### src/rtl/fetch_stage.sv
// -----------------------------------------------------------------------------
// fetch_stage
//   Fetch-stage control for a 5-stage RV32I pipeline. Owns the PC_F register
//   and next-PC selection, presents PC_F to instruction memory, and captures
//   the returned instruction into the IF/ID register. Fetches from a
//   misaligned PC, or from a PC outside the 4 KiB instruction window, are
//   tagged as faulting. When a faulting entry leaves D without being flushed
//   or redirected, fetch halts permanently until reset.
//
// Ports
//   clk, rst_n   : rising-edge clock, asynchronous active-low reset
//   Stall_F      : hold PC_F
//   Stall_D      : hold the IF/ID register
//   Flush_D      : replace IF/ID contents with a bubble
//   PCSrc_E      : taken branch/jump resolved in EX
//   PCTarget_E   : redirect target from EX
//   Instr_F      : instruction word returned for the current PC_F
//   PC_F         : current fetch address
//   Instr_D, PC_D, PCPlus4_D, Valid_D, Fault_D : IF/ID register contents
//   FetchFault   : sticky flag, fetch halted on a committed fault
//   FaultPC      : PC of the committed faulting entry
//
// Control semantics
//   The stall and flush inputs are level-sensitive qualifiers sampled on each
//   rising edge. A redirect overrides both a PC stall and a D stall, a flush
//   overrides a D stall, and nothing leaves the FAULT state except reset.
// -----------------------------------------------------------------------------
module fetch_stage #(
   parameter logic [31:0] RESET_VECTOR = 32'hBFC00000,
   parameter logic [19:0] IMEM_BASE_HI = 20'hBFC00,
   parameter logic [31:0] NOP_INSTR    = 32'h00000013
) (
   input  logic        clk,
   input  logic        rst_n,
   input  logic        Stall_F,
   input  logic        Stall_D,
   input  logic        Flush_D,
   input  logic        PCSrc_E,
   input  logic [31:0] PCTarget_E,
   input  logic [31:0] Instr_F,
   output logic [31:0] PC_F,
   output logic [31:0] Instr_D,
   output logic [31:0] PC_D,
   output logic [31:0] PCPlus4_D,
   output logic        Valid_D,
   output logic        Fault_D,
   output logic        FetchFault,
   output logic [31:0] FaultPC
);

   typedef enum logic [1:0] {
      BOOT  = 2'd0,
      RUN   = 2'd1,
      FAULT = 2'd2
   } state_t;

   state_t      state;
   logic        fault_f;
   logic        commit_fault;
   logic [31:0] pc_plus4;

   assign pc_plus4 = PC_F + 32'd4;   // wraps naturally at 32 bits

   assign fault_f = (PC_F[1:0] != 2'b00) | (PC_F[31:12] != IMEM_BASE_HI);

   // The D entry really leaves D this edge: not held, not squashed by a
   // flush, and not on the wrong path of a redirect.
   assign commit_fault = Valid_D & Fault_D & ~Stall_D & ~Flush_D & ~PCSrc_E;

   always_ff @(posedge clk or negedge rst_n) begin
      if (!rst_n) begin
         state      <= BOOT;
         PC_F       <= RESET_VECTOR;
         Instr_D    <= NOP_INSTR;
         PC_D       <= 32'd0;
         PCPlus4_D  <= 32'd0;
         Valid_D    <= 1'b0;
         Fault_D    <= 1'b0;
         FetchFault <= 1'b0;
         FaultPC    <= 32'd0;
      end else begin
         case (state)
            BOOT: begin
               // PC_F keeps the reset vector for one slot; D gets a bubble.
               state     <= RUN;
               Instr_D   <= NOP_INSTR;
               PC_D      <= 32'd0;
               PCPlus4_D <= 32'd0;
               Valid_D   <= 1'b0;
               Fault_D   <= 1'b0;
            end

            RUN: begin
               if (commit_fault) begin
                  // Halt: PC_F freezes on this very edge, D drains to a bubble.
                  state      <= FAULT;
                  FetchFault <= 1'b1;
                  FaultPC    <= PC_D;
                  Instr_D    <= NOP_INSTR;
                  PC_D       <= 32'd0;
                  PCPlus4_D  <= 32'd0;
                  Valid_D    <= 1'b0;
                  Fault_D    <= 1'b0;
               end else begin
                  if (PCSrc_E) begin
                     PC_F <= PCTarget_E;
                  end else if (!Stall_F) begin
                     PC_F <= pc_plus4;
                  end

                  if (Flush_D || PCSrc_E) begin
                     Instr_D   <= NOP_INSTR;
                     PC_D      <= 32'd0;
                     PCPlus4_D <= 32'd0;
                     Valid_D   <= 1'b0;
                     Fault_D   <= 1'b0;
                  end else if (!Stall_D) begin
                     // A faulting fetch never exposes the memory word to decode.
                     Instr_D   <= fault_f ? NOP_INSTR : Instr_F;
                     PC_D      <= PC_F;
                     PCPlus4_D <= pc_plus4;
                     Valid_D   <= 1'b1;
                     Fault_D   <= fault_f;
                  end
               end
            end

            FAULT: begin
               FetchFault <= 1'b1;
               Instr_D    <= NOP_INSTR;
               PC_D       <= 32'd0;
               PCPlus4_D  <= 32'd0;
               Valid_D    <= 1'b0;
               Fault_D    <= 1'b0;
            end

            default: begin
               state <= BOOT;
            end
         endcase
      end
   end

endmodule

### config.mk
export PLATFORM = sky130hd
export DESIGN_NAME = fetch_stage
export DESIGN_NICKNAME = d
export VERILOG_FILES = /design/src/rtl/fetch_stage.sv
export SDC_FILE = /design/constraint.sdc
export NUM_CORES = 1
export LEC_CHECK = 0
export BUFFER_PORTS_ARGS = -buffer_cell sky130_fd_sc_hd__buf_4
export CAP_MARGIN = 20
export CELL_PAD_IN_SITES_DETAIL_PLACEMENT = 0
export CELL_PAD_IN_SITES_GLOBAL_PLACEMENT = 2
export CORE_MARGIN = 3
export CORE_UTILIZATION = 34
export CTS_CLUSTER_SIZE = 25
export DETAILED_ROUTE_END_ITERATION = 7
export PLACE_DENSITY = 0.95
export SYNTH_ARGS = -nofsm -noshare
export SYNTH_HDL_FRONTEND = slang
export SYNTH_SLANG_ARGS = --single-unit
### constraint.sdc
create_clock -name clk -period 4.4 [get_ports clk]
set_input_delay 0.44 -clock clk [delete_from_list [all_inputs] [get_ports clk]]
set_output_delay 0.44 -clock clk [all_outputs]
set_load 0.1 [all_outputs]
### Word-level counts from Yosys, hierarchy flattened

Index checks and enable logic that the tools add are counted.
W data, S select, Z words.

* register bits after elaboration: 165
* input bits: 70
* output and inout port bits: 163
* logic and storage cells: 64

* add/sub/neg operators: 1
* eq/ne operators: 6
* multiplexer cells: 27
* bitwise logic cells: 10
* reductions and logical operators: 11

Operators with widths (number)
* $mux W32: 12
* $pmux W32 S2: 3
* $add A32 B3 Y32 const B: 1
* $ne A20 B20 Y1 const B: 1
* $reduce_and A2 Y1: 4
* $mux W1: 7
* $pmux W1 S2: 3
* $pmux W2 S3: 1
* $reduce_bool A2 Y1: 3
* $not A1 Y1: 5
* $and A1 B1 Y1: 4
* $ne A4 B4 Y1 const B: 1
* $reduce_and A3 Y1: 1
* $eq A2 B1 Y1 const B: 1
* $eq A2 B2 Y1 const B: 1
* $logic_not A2 Y1: 1
* $mux W2: 1
* $ne A2 B1 Y1 const B: 1
* $ne A2 B2 Y1 const B: 1
* $reduce_or A2 Y1: 1
* $logic_or A1 B1 Y1: 1
* $or A1 B1 Y1: 1

### Logic depth before layout (Yosys ltp)

* word-level depth: 7
* depth in mapped cells: 7
* depth with buffers taken out: 6

### Worst setup path before layout

OpenSTA, ideal clock, no wires.

* path type: register -> register
* from: reg PC_F[4]
* to: reg PC_F[27]
* library setup time: 0.102 ns
* data arrival time: 2.475 ns
* required time: 4.298 ns
* slack: 1.823 ns
* stages on the path, launching flop included: 8
* path buffers: 2
* period minus slack after synthesis: 2.577 ns
* cells stage by stage: dfrtp_1 > buf_2 > nand3_1 > nor2_1 > buf_1 > nand4_1 > a221oi_1 > o31ai_1

* longest elaborated chain between the ends: 3

RTL lines
* start: declaration: line 41 `output logic [31:0] PC_F,`
* start signal: assignment: line 106 `PC_F <= PCTarget_E;`
* start signal: assignment: line 108 `PC_F <= pc_plus4;`
* $add A32 B3 Y32: line 62 `assign pc_plus4 = PC_F + 32'd4;`
* $mux W32: line 107 `end else if (!Stall_F) begin`
* $mux W32: line 105 `if (PCSrc_E) begin`

Every way passes these cells. The select of a mux whose other input is x is not followed.
A chain may end at the register's enable or synchronous reset.

### Worst setup path in the final report

* from: reg PC_F[9]
* to: reg PC_F[28]

Same word-level chain as after synthesis.

==> metrics.yaml <==
timing:
  setup_viol: 0
  rsz0062_at_grt: "false"
  skew_ns: 0.0115
  max_freq_ghz: 0.389
  timing.setup.tns_ns: 0
  maxSlewViolCount: 0
  tightest_slew_ns: 0.965
  hold_viol: 0
  timing.final.crit_share_pct: 58.5
  slew_headroom_pct: 35.1
  period_minus_slack_ns: 2.57
  whs_ns: 0.0597
logic_synthesis:
  ys_ff_latch: 163
  synth_flop_cell: "dfrtp_1"
  syn-num-nets: 775
  ys_seq_area_share_pct: 55.2
  synth_warnings: 0
  synthDistinctLibCells: 56
  synthArstFlopShare_pct: 100
  syn-instance-count: 704
  synth_area_per_cell_sq_um: 10.5
  syn_area_sq_mm: 0.00742
  synth_edf_count: 0
layout:
  layout_commonest_cell: "buf_4"
  layout_common_cells: "buf_4 (238), dfrtp_1 (151), nand2_1 (116)"
  layout-drive-gt1-share_pct: 39.5
  multi_input_area_sq_mm: 0.00303
  seq_area_sq_mm: 0.00409
  nFillCells: 2032
  area_delta_synth_final_pct: 34.4
  stdcell_count: 1189
  utilization_pct: 47.0
  n_antenna_cell: 0
  layout.nets: 972
die:
  initial_core_util_pct: 35.0
  io_pins: 233
  die_w_microns: 154
  die_height_microns: 154
  rows: 53
  dieArea_sq_mm: 0.0236
  core_sq_mm: 0.0212
grt:
  antenna_found_initial: 0
  grt.total_usage_pct: 19.5
  grt_pass1_vias: 6173
  grt_max_degree: 102
  grt_pass1_wl_microns: 36600
  overflow: 0
detailed_routing:
  drtAntennaViolNets: 0
  drcViolationCount: 0
  avgViaCountPerCell: 5.22
  avgRoutedWirePerCell_microns: 19.4
  drt-pass1-iter-count: 5
  drt_iter0_drc: 415
  wl_microns: 23000
  vias: 6202
setup_path:
  r2r_start: "PC_F[9]$_DFFE_PN0P_"
  path_max_fanout: 11
  crit_arrival_ns: 2.92
  crit_type: "flop to flop"
  endpoint_kind: "flop"
  worst_ep_required_time_ns: 4.75
  critPathLaunchType: "flop"
  cp-startpoint: "PC_F[9]$_DFFE_PN0P_"
clock_network:
  ctsHoldBuffers: 0
  postCtsSetupBuffers: 0
  htreeDepth: 4
  cts.path.max_buffers: 2
  clkLatencyLatePin_ns: 0.43
  post_cts_resized: 0
  cts.sinks: 163
  root_buffer: "clkbuf_16"
  cts_buffers: 17
  tritoncts: "built"
  clkTransAtPathRegs_ns: 0.07
power:
  total_power_mw: 4.68
  vdd_drop_max_mv: 0.226
  power_density_mw_per_mm2: 470
  leakage_nw: 4.85
hold_path:
  hp-class: "input pin to asynchronous set/reset pin"
place:
  portBuffers: 232
  hpwl_microns: 16100
  dp_cells: 1154
  gp_congestion: 0.767
status:
  outcome: "finished clean"
job:
  cap_violations: 0
## through the flow
stage	worst slack [ns]	instance area, sq um
floorplan	1.82	7420
CTS	1.80	9900
global route	1.54	9970
finish	1.83	9970
global placement	1.67	9290
detailed placement	1.58	9290
## power breakdown
part / switching [mW] / internal, mW / leakage (nW)
sequential: 0.167 / 1.61 / 2.15
combinational: 1.04 / 0.297 / 2.41
clock: 0.625 / 0.942 / 0.296
total: 1.83 / 2.85 / 4.85
## logic make-up (layout without fill, tap and decap cells)
group                    Yosys count  after routing  synth area share [%]
adder cells (fa/ha/maj)            1              1                 0.169
XOR/XNOR                          27             27                  3.19
multiplexers                      37             37                  5.57
flip-flops                       163            163                  55.2
buffers and inverters             69            279                  4.25
AO/OA/AOI/OAI                    163            163                  15.2
AND/OR/NAND/NOR                  244            244                  16.5
## final cells by class
| class | count | share of cell area, % |
|---|---|---|
| inverter | 5 | 0.188 |
| multi-input combinational | 472 | 30.4 |
| tap | 275 | 3.45 |
| clock buffer | 21 | 4.72 |
| timing repair buffer | 242 | 18.7 |
| clock inverter | 11 | 1.49 |
| sequential | 163 | 41.1 |
## metal layers
metal  part of all wire [%]  wire [microns]  vias to the layer above  track usage [%]
met5                      0               0                        -                0
met3                    6.0            1380                       30             4.70
met4                    1.6             376                        0             5.21
li1                       -               -                     2892                -
met2                     47           10800                      227             30.8
met1                     46           10500                     3053             27.0
## flip-flops by register name, indices dropped and copies added, names as in the netlist
name	cells
PCPlus4_D	30
PC_D	32
FaultPC	32
Valid_D	1
Fault_D	1
PC_F	32
Instr_D	32
state	2
FetchFault	1
## cells in the mapped netlist (5+ instances only)
cell type / instances / area share, %
dfrtp_1: 151 / 51
nand2_1: 116 / 5.9
clkbuf_1: 42 / 2.1
o21ai_0: 39 / 2.6
mux2_2: 34 / 5.2
nand3_1: 32 / 2.2
a22o_1: 31 / 3.7
o21ai_2: 28 / 3.3
a21oi_1: 27 / 1.8
nor2_1: 23 / 1.2
xor2_1: 17 / 2.0
nand4_1: 14 / 1.2
o22ai_1: 14 / 1.2
dfstp_2: 12 / 4.3
buf_2: 11 / 0.74
and3_1: 10 / 0.84
xnor2_1: 10 / 1.2
nor4_1: 9 / 0.76
nor3_1: 8 / 0.54
nand3b_1: 7 / 0.71
inv_1: 5 / 0.25
o31ai_1: 5 / 0.51
## path summary, 6_finish.rpt
check	slack, ns	cells past startpoint	end
max reg2reg	1.83	5	PC_F[28]$_DFFE_PN1P_
min reg2reg	0.48	2	Instr_D[11]$_DFFE_PN0P_
max	1.83	5	PC_F[28]$_DFFE_PN1P_
min	0.06	1	FaultPC[28]$_DFFE_PN0P_
min in group clk	0.25	3	Instr_D[4]$_DFFE_PN1P_
max in group asynchronous	3.19	2	FaultPC[16]$_DFFE_PN0P_
## critical path, cell delays in order (launching register included)
cell and delay, ns:
dfrtp_1 0.55, nand4_2 0.27, nor4_2 0.89, nand4_1 0.37
a21oi_1 0.24, a2bb2oi_1 0.16
Power figures use the tool's default switching activity.
